## src/rtl/uart_byte_fifo_if.sv

```systemverilog
// Byte stream plus status between command_translator, the byte FIFO and uart_tx.
// The FIFO takes the slave modport; the producer/consumer side takes master.
interface uart_byte_fifo_if #(
  parameter int WIDTH = 8,
  parameter int DEPTH = 8
);
  logic [WIDTH-1:0]           in_data;
  logic                       in_valid;
  logic                       in_ready;
  logic [WIDTH-1:0]           out_data;
  logic                       out_valid;
  logic                       out_ready;
  logic [$clog2(DEPTH+1)-1:0] count;
  logic                       overflow;
  logic [7:0]                 drop_count;

  modport slave (
    input  in_data, in_valid, out_ready,
    output in_ready, out_data, out_valid, count, overflow, drop_count
  );

  modport master (
    output in_data, in_valid, out_ready,
    input  in_ready, out_data, out_valid, count, overflow, drop_count
  );
endinterface

```

## src/rtl/uart_byte_fifo.sv

```systemverilog
// First-word-fall-through byte FIFO feeding uart_tx. Drops are counted, and
// after each pop an idle gap keeps a byte from being sent twice.
module uart_byte_fifo #(
  parameter int WIDTH   = 8,
  parameter int DEPTH   = 8,
  parameter int POP_GAP = 1
) (
  input  logic              clk,
  input  logic              reset,
  uart_byte_fifo_if.slave   bus
);
  localparam int AW = $clog2(DEPTH);
  localparam int CW = $clog2(DEPTH + 1);
  localparam int GW = $clog2(POP_GAP + 2);

  logic [WIDTH-1:0] mem [DEPTH];
  logic [AW-1:0]    wr_ptr;
  logic [AW-1:0]    rd_ptr;
  logic [CW-1:0]    count;
  logic [GW-1:0]    gap_cnt;
  logic             overflow;
  logic [7:0]       drop_count;
  logic             push;
  logic             pop;
  logic             drop;
  logic             full;
  logic             empty;

  assign full  = (count == CW'(DEPTH));
  assign empty = (count == '0);

  // Full is judged on registered count, so a same-cycle pop cannot make room.
  assign push = bus.in_valid && !full;
  assign drop = bus.in_valid && full;
  assign pop  = bus.out_valid && bus.out_ready;

  assign bus.in_ready   = !full;
  assign bus.out_valid  = !empty && (gap_cnt == '0);
  assign bus.out_data   = empty ? '0 : mem[rd_ptr];
  assign bus.count      = count;
  assign bus.overflow   = overflow;
  assign bus.drop_count = drop_count;

  always_ff @(posedge clk) begin
    if (push) mem[wr_ptr] <= bus.in_data;
  end

  always_ff @(posedge clk) begin
    if (reset) begin
      wr_ptr     <= '0;
      rd_ptr     <= '0;
      count      <= '0;
      gap_cnt    <= '0;
      overflow   <= 1'b0;
      drop_count <= '0;
    end else begin
      if (push) wr_ptr <= wr_ptr + AW'(1);
      if (pop)  rd_ptr <= rd_ptr + AW'(1);

      case ({push, pop})
        2'b10:   count <= count + CW'(1);
        2'b01:   count <= count - CW'(1);
        default: count <= count;
      endcase

      if (pop)
        gap_cnt <= GW'(POP_GAP);
      else if (gap_cnt != '0)
        gap_cnt <= gap_cnt - GW'(1);

      if (drop) begin
        overflow <= 1'b1;
        if (drop_count != 8'hFF) drop_count <= drop_count + 8'd1;
      end
    end
  end
endmodule
```

## src/flat_wrapper.sv

```systemverilog
// flat-port wrapper written by rule: the top's interface ports become plain ports
module uart_byte_fifo_flat 
#(
  parameter int WIDTH   = 8,
  parameter int DEPTH   = 8,
  parameter int POP_GAP = 1
)
  (clk, reset, bus_in_data, bus_in_valid, bus_out_ready, bus_in_ready, bus_out_data, bus_out_valid, bus_count, bus_overflow, bus_drop_count);
  uart_byte_fifo_if #(.WIDTH(WIDTH), .DEPTH(DEPTH)) bus_i ();
  input  logic clk;
  input  logic reset;
  input wire logic [$bits(bus_i.in_data)-1:0] bus_in_data;
  input wire logic [$bits(bus_i.in_valid)-1:0] bus_in_valid;
  input wire logic [$bits(bus_i.out_ready)-1:0] bus_out_ready;
  output wire logic [$bits(bus_i.in_ready)-1:0] bus_in_ready;
  output wire logic [$bits(bus_i.out_data)-1:0] bus_out_data;
  output wire logic [$bits(bus_i.out_valid)-1:0] bus_out_valid;
  output wire logic [$bits(bus_i.count)-1:0] bus_count;
  output wire logic [$bits(bus_i.overflow)-1:0] bus_overflow;
  output wire logic [$bits(bus_i.drop_count)-1:0] bus_drop_count;
  assign bus_i.in_data = bus_in_data;
  assign bus_i.in_valid = bus_in_valid;
  assign bus_i.out_ready = bus_out_ready;
  assign bus_in_ready = bus_i.in_ready;
  assign bus_out_data = bus_i.out_data;
  assign bus_out_valid = bus_i.out_valid;
  assign bus_count = bus_i.count;
  assign bus_overflow = bus_i.overflow;
  assign bus_drop_count = bus_i.drop_count;
  uart_byte_fifo #(.WIDTH(WIDTH), .DEPTH(DEPTH), .POP_GAP(POP_GAP)) u_core (.clk(clk), .reset(reset), .bus(bus_i));
endmodule
```

## config.mk

```make
export PLATFORM = sky130hd
export DESIGN_NAME = uart_byte_fifo_flat
export DESIGN_NICKNAME = d
export VERILOG_FILES = /design/src/rtl/uart_byte_fifo_if.sv /design/src/rtl/uart_byte_fifo.sv /design/src/flat_wrapper.sv
export SDC_FILE = /design/constraint.sdc
export NUM_CORES = 1
export LEC_CHECK = 0
export CAP_MARGIN = 20
export CORE_MARGIN = 2
export CORE_UTILIZATION = 40
export CTS_CLUSTER_DIAMETER = 60
export DETAILED_ROUTE_END_ITERATION = 6
export SETUP_SLACK_MARGIN = 0.4
export SYNTH_ARGS = -nofsm -noshare
export SYNTH_HDL_FRONTEND = slang
export SYNTH_SLANG_ARGS = --single-unit
export TNS_END_PERCENT = 10
```

## constraint.sdc

```tcl
create_clock -name clk -period 3.57 [get_ports clk]
set_clock_uncertainty 0.1 [all_clocks]
set_input_delay 0.357 -clock clk [delete_from_list [all_inputs] [get_ports clk]]
set_output_delay 0.357 -clock clk [all_outputs]
set_load 0.005 [all_outputs]
```

---- Word level (Yosys, flattened, before mapping) ----
Memories as Yosys holds them, arrays and structs flattened. A register that Yosys moved wholly into a read port is not among the register bits.
Index checks and enable logic that the tools add are counted.
word-level totals
  word-level logic and storage cells ...... 39
  memories kept ........................... 1
  bits in writable memories ............... 64
  bits of input ports ..................... 12
  output and inout port bits .............. 23
  register bits ........................... 21
operators by class
  muxes and demuxes ....................... 8
  add/sub/neg operators ................... 6
  reductions and logical operators ........ 13
  equal/unequal tests ..................... 4
memory list
  name        depth  width  read ports  clocked after memory_dff  write ports  RTL line              source
  u_core.mem  8      8      1           1                         1            uart_byte_fifo.sv:16  logic [WIDTH-1:0] mem [DEPTH];
operators by type and width
  operator             count
  $add 8x1->8 const B  1
  $mux 8               1
  $ne 8x8->1 const B   1
  $pmux 4 s2           1
  $add 3x1->3 const B  2
  $mux 3               2
  $reduce_bool 2->1    3
  $add 4x1->4 const B  1
  $eq 4x4->1 const B   1
  $logic_and 1x1->1    4
  $logic_not 4->1      1
  $mux 1               4
  $sub 4x1->4 const B  1
  $eq 2x1->1 const B   1
  $eq 2x2->1 const B   1
  $logic_not 1->1      2
  $logic_not 2->1      1
  $reduce_and 2->1     1
  $reduce_or 2->1      1
  $sub 2x1->2 const B  1

---- Depth between registers and ports, before layout ----
  depth after elaboration ................. 6
  depth in mapped cells ................... 11
  gate-level depth less buffers ........... 10

---- Worst setup path after synthesis ----
No wires, ideal clock.
  path type ............................... register -> register
  start ................................... register u_core.count[1], in the netlist u_core.bus.count[1]
  end ..................................... register u_core.count[3], in the netlist u_core.bus.count[3]
  slack ................................... 767 ps
  buffers on the path ..................... 2
  period minus slack after synthesis ...... 2803 ps
  data arrival time ....................... 2582 ps
  required time ........................... 3349 ps
  stages on the path, launching flop included .. 9
  setup time .............................. 121 ps
  cells stage by stage .................... dfxtp_1 > buf_6 > or4_1 > and3_1 > buf_2 > ha_1 > or3_2 > o32ai_1 > mux2_2
between the ends
  word-level cells in the longest chain between the ends .. 6
  elaborated cells on any way between the ends .. 13
  classes of those cells .................. 2 x add/sub; 3 x eq/ne; 1 x mux; 7 x reduce/logical
RTL lines
  what                                                    RTL line              source
  from (decl)                                             uart_byte_fifo.sv:19  logic [CW-1:0] count;
  from (signal assigned)                                  uart_byte_fifo.sv:61  2'b10: count <= count + CW'(1);
  from (signal assigned)                                  uart_byte_fifo.sv:62  2'b01: count <= count - CW'(1);
  from (signal assigned)                                  uart_byte_fifo.sv:63  default: count <= count;
  $logic_not 4->1 *                                       uart_byte_fifo.sv:30  assign empty = (count == '0);
  $logic_not 1->1 *                                       uart_byte_fifo.sv:38  assign bus.out_valid = !empty && (gap_cnt == '0);
  $logic_and 1x1->1 *                                     uart_byte_fifo.sv:38
  $logic_and 1x1->1 *                                     uart_byte_fifo.sv:35  assign pop = bus.out_valid && bus.out_ready;
  via u_core.pop                                          uart_byte_fifo.sv:24  logic pop;
  $eq 2x1->1 / $eq 2x2->1 (equally long branches)         uart_byte_fifo.sv:60  case ({push, pop})
  $pmux 4 s2 / $reduce_bool 2->1 (equally long branches)  n/a
Mark *: on every way through the listed nets, which the timed path passes. The rest lies on a longest branch.
A chain may end at the register's enable or synchronous reset.

---- Worst setup path after layout ----
  start ................................... register u_core.count[0], in the netlist u_core.bus.count[0]
  end ..................................... register u_core.count[3], in the netlist u_core.bus.count[3]
between the ends
  word-level cells in the longest chain between the ends .. 6
  elaborated cells on any way between the ends .. 13
  classes of those cells .................. 2 x add/sub; 3 x eq/ne; 1 x mux; 7 x reduce/logical
RTL lines
  what                                                    RTL line
  $logic_not 4->1                                         uart_byte_fifo.sv:30
  $logic_not 1->1                                         uart_byte_fifo.sv:38
  $logic_and 1x1->1                                       uart_byte_fifo.sv:38
  $logic_and 1x1->1                                       uart_byte_fifo.sv:35
  $eq 2x1->1 / $eq 2x2->1 (equally long branches)         uart_byte_fifo.sv:60
  $pmux 4 s2 / $reduce_bool 2->1 (equally long branches)  n/a
Parallel ways exist; a longest one is shown, timed or not.

==> key figures <==
Status
  • Status: finished, final reports clean

Cells and area
  • Area growth, synth to finish: 19.3%
  • Nets: 295
  • Most common cell after layout, fill and taps aside: edfxtp_1
  • Most frequent cells in the layout: edfxtp_1, clkdlybuf4s50_1, nor2_1, dfxtp_1, mux4_2
  • Share of cells above drive strength 1: 0.157
  • Finished Core Util: 0.491
  • # diodes: 0

Worst setup path
  • R2r setup slk: 640 ps
  • Worst EP required: 3720 ps
  • Critical path, cell by cell: or4_1 -> and3_1 -> ha_1 -> or3_2 -> o32ai_1 -> mux2_2
  • CP arrival: 3070 ps
  • CP Depth: 6
  • Critical path class: register to register
  • WP buf/inv: 0
  • CP max FO: 8
  • Slowest-stage cell, CP: or4_1
  • CP top delay family: simple AND/OR/NAND/NOR gates
  • Reg2Reg Depth: 6
  • CP Capture Type: register
  • Critical Path Source Type: register
  • Slowest stage delay, CP: 580 ps

Global routing
  • First-pass GRT wire length: 10,000 um
  • Pin count of the biggest net entering global routing: 24
  • Total gr overflow: 0
  • Number of antenna violations at the first check in global routing: 0
  • Number of global-route vias before repair: 1,939
  • GRT Util Overall: 0.137

Timing
  • Fmax: 341 MHz
  • Final-report max-slew violation count: 0
  • Setup violators final: 0
  • Setup ws final: 641 ps
  • Slew HR: 0.379
  • RSZ-0062 raised after global routing: false
  • Shortest period the worst path allows: 2930 ps
  • Final Cycle Share: 0.820
  • Hold_ws: 382 ps
  • Final Hold Fails: 0
  • Final TNS setup: 0 ps
  • Worst slew pin tran: 928 ps

Floorplanning
  • Core area: 8720 um2
  • # IOs: 35
  • Starting Density: 0.411
  • Die Width: 98.7 um
  • Row count: 34
  • Die height: 98.7 um
  • Die area: 9740 um2

Clock network
  • CTS tree: built
  • Clk_lat worst skew: 350 ps
  • CTS clock-pin slew for the worst setup and hold paths: 80 ps
  • Post-CTS setup buffer count: 0
  • Clk sink count: 88
  • Post-CTS resize count: 0
  • CTS H-tree lvls: 3
  • Clock buffer depth: 2
  • Clk root buf: clkbuf_8
  • Total CTS buffers: 9
  • CTS Hold Buffers Added: 0

Power
  • Switching part of the total: 0.278
  • Power share of the combinational group: 0.292
  • Leakage power: 1.39 nW
  • Worst VDD drop: 0.459 mV
  • Clk pwr share: 0.263
  • P_sw: 0.785 mW
  • Pwr Density: 659 nW/um2
  • Share of power burned in registers: 0.444
  • Internal power: 2.04 mW
  • Power, Total: 2.82 mW

Synth
  • Post-synthesis sequential area ratio: 0.669
  • Mux share of post-synthesis cell area: 0.134
  • Simple-Gate Fraction of Synth Area: 0.0945
  • Post-synthesis sequential element count: 88
  • Most used DFF post-synth: edfxtp_1
  • Adder-cell share of the synthesized area: 0.0244
  • Cells after Synth: 234
  • Post-synth ARST share: 0
  • XOR/XNOR Fraction of Synth Area: 0.0195
  • Number of synthesized flops with an enable pin: 64
  • Fraction of the mapped netlist area in compound gates: 0.0377
  • Mapped Nets: 253
  • Cell taking the most area after synthesis: edfxtp_1
  • Average instance area after synthesis: 15.3 um2
  • Synthesis Warnings: 0
  • Largest family of logic cells by synthesized area: multiplexers
  • Share of the synthesized area in the top cell type: 0.536
  • Top cells by area, synth: edfxtp_1, dfxtp_1, mux4_2
  • Cell area after synthesis: 3590 um2
  • Post-synth cell types: 34

Placed design
  • DP Wirelength: 4050 um
  • Pre-CTS WS: 648 ps
  • Number of I/O port buffers: 34
  • Gpl congestion: 0.765

Route
  • Detailed Route WL: 6410 um
  • Vias: 2,001
  • Drt pass-1 iters: 4
  • Final ANT Viol Nets: 0
  • Avg Vias per Cell: 5.16
  • Drc violations: 0
  • Wire length per cell: 16.5 um
  • Initial DRC Count: 91

Run
  • Total of max-cap violations: 0

Min path
  • Worst Hold Class: register to register
  • Min-Delay Path Depth: 2
## final timing paths
kind	startpoint	endpoint
worst min register to register	u_core.bus.overflow$_SDFFE_PP0P_	u_core.bus.overflow$_SDFFE_PP0P_
worst min-delay path	u_core.bus.overflow$_SDFFE_PP0P_	u_core.bus.overflow$_SDFFE_PP0P_
worst max-delay path	u_core.bus.count[0]$_SDFFE_PP0P_	u_core.bus.count[3]$_SDFFE_PP0P_
worst max register to register	u_core.bus.count[0]$_SDFFE_PP0P_	u_core.bus.count[3]$_SDFFE_PP0P_
## per-layer routing
layer  routed length, um  up-vias  global-route usage
li1                    -      974                   -
met1                2970      976               0.182
met2                3100       43               0.217
met3                 269        8              0.0482
met4                  69        0              0.0379
met5                   0        -                   0
## cell families after synthesis
family / count (synthesis)
xor+xnor: 8
simple gates: 66
mux: 28
fa+ha+maj: 7
flops: 88
compound gates: 23
buf+inv: 14
## Yosys cell counts (all sizes together) (2+ instances only)
| library cell | instances |
|---|---|
| clkbuf | 2 |
| o21ai | 4 |
| nand2b | 2 |
| or4 | 4 |
| mux2i | 11 |
| inv | 4 |
| ha | 7 |
| a21oi | 13 |
| dfxtp | 24 |
| edfxtp | 64 |
| nor2 | 28 |
| xor2 | 6 |
| o31ai | 3 |
| or3 | 5 |
| nor2b | 4 |
| buf | 8 |
| nand3 | 7 |
| xnor2 | 2 |
| nor3 | 3 |
| nand2 | 6 |
| mux4 | 16 |
| nand4 | 2 |
## power by group through the flow
| stage | clock, mW | sequential [mW] | combinational [mW] |
|---|---|---|---|
| 6_report | 0.744 | 1.25 | 0.825 |
| 3_5_place_dp | 0 | 1.28 | 0.843 |
| 3_3_place_gp | 0 | 1.27 | 0.835 |
| 4_1_cts | 0.768 | 1.26 | 0.846 |
| 5_1_grt | 0.800 | 1.26 | 0.922 |
| 2_1_floorplan | 0 | 1.25 | 0.526 |
## through the flow
stage	instance area, um2	std cells
6_report	4280	388
5_1_grt	4280	388
4_1_cts	4280	388
3_5_place_dp	4070	373
3_3_place_gp	4070	373
2_1_floorplan	3590	234
## tightest hold or removal path: stages (launching register included)
cell and delay, ps:
dfxtp_1 340, a21oi_1 40, nor2_1 70
## final cells by class
cell class                 instances  area (um2)
clock inverter                     6        92.6
inverter                           4        15.0
clock buffer                       9         124
fill                             741        4440
sequential                        88        2400
tap                              108         135
timing repair buffer              41         393
multi-input combinational        132        1120
## flip-flops by register name, summed over array words and instances, names as in the netlist, named ones only
| name | cells |
|---|---|
| u_core.bus.overflow | 1 |
| u_core.bus.drop_count | 8 |
| u_core.gap_cnt | 2 |
| u_core.wr_ptr | 3 |
| u_core.rd_ptr | 3 |
| u_core.mem | 64 |
| u_core.bus.count | 4 |
No activity file was read; power rests on OpenSTA's default activity.
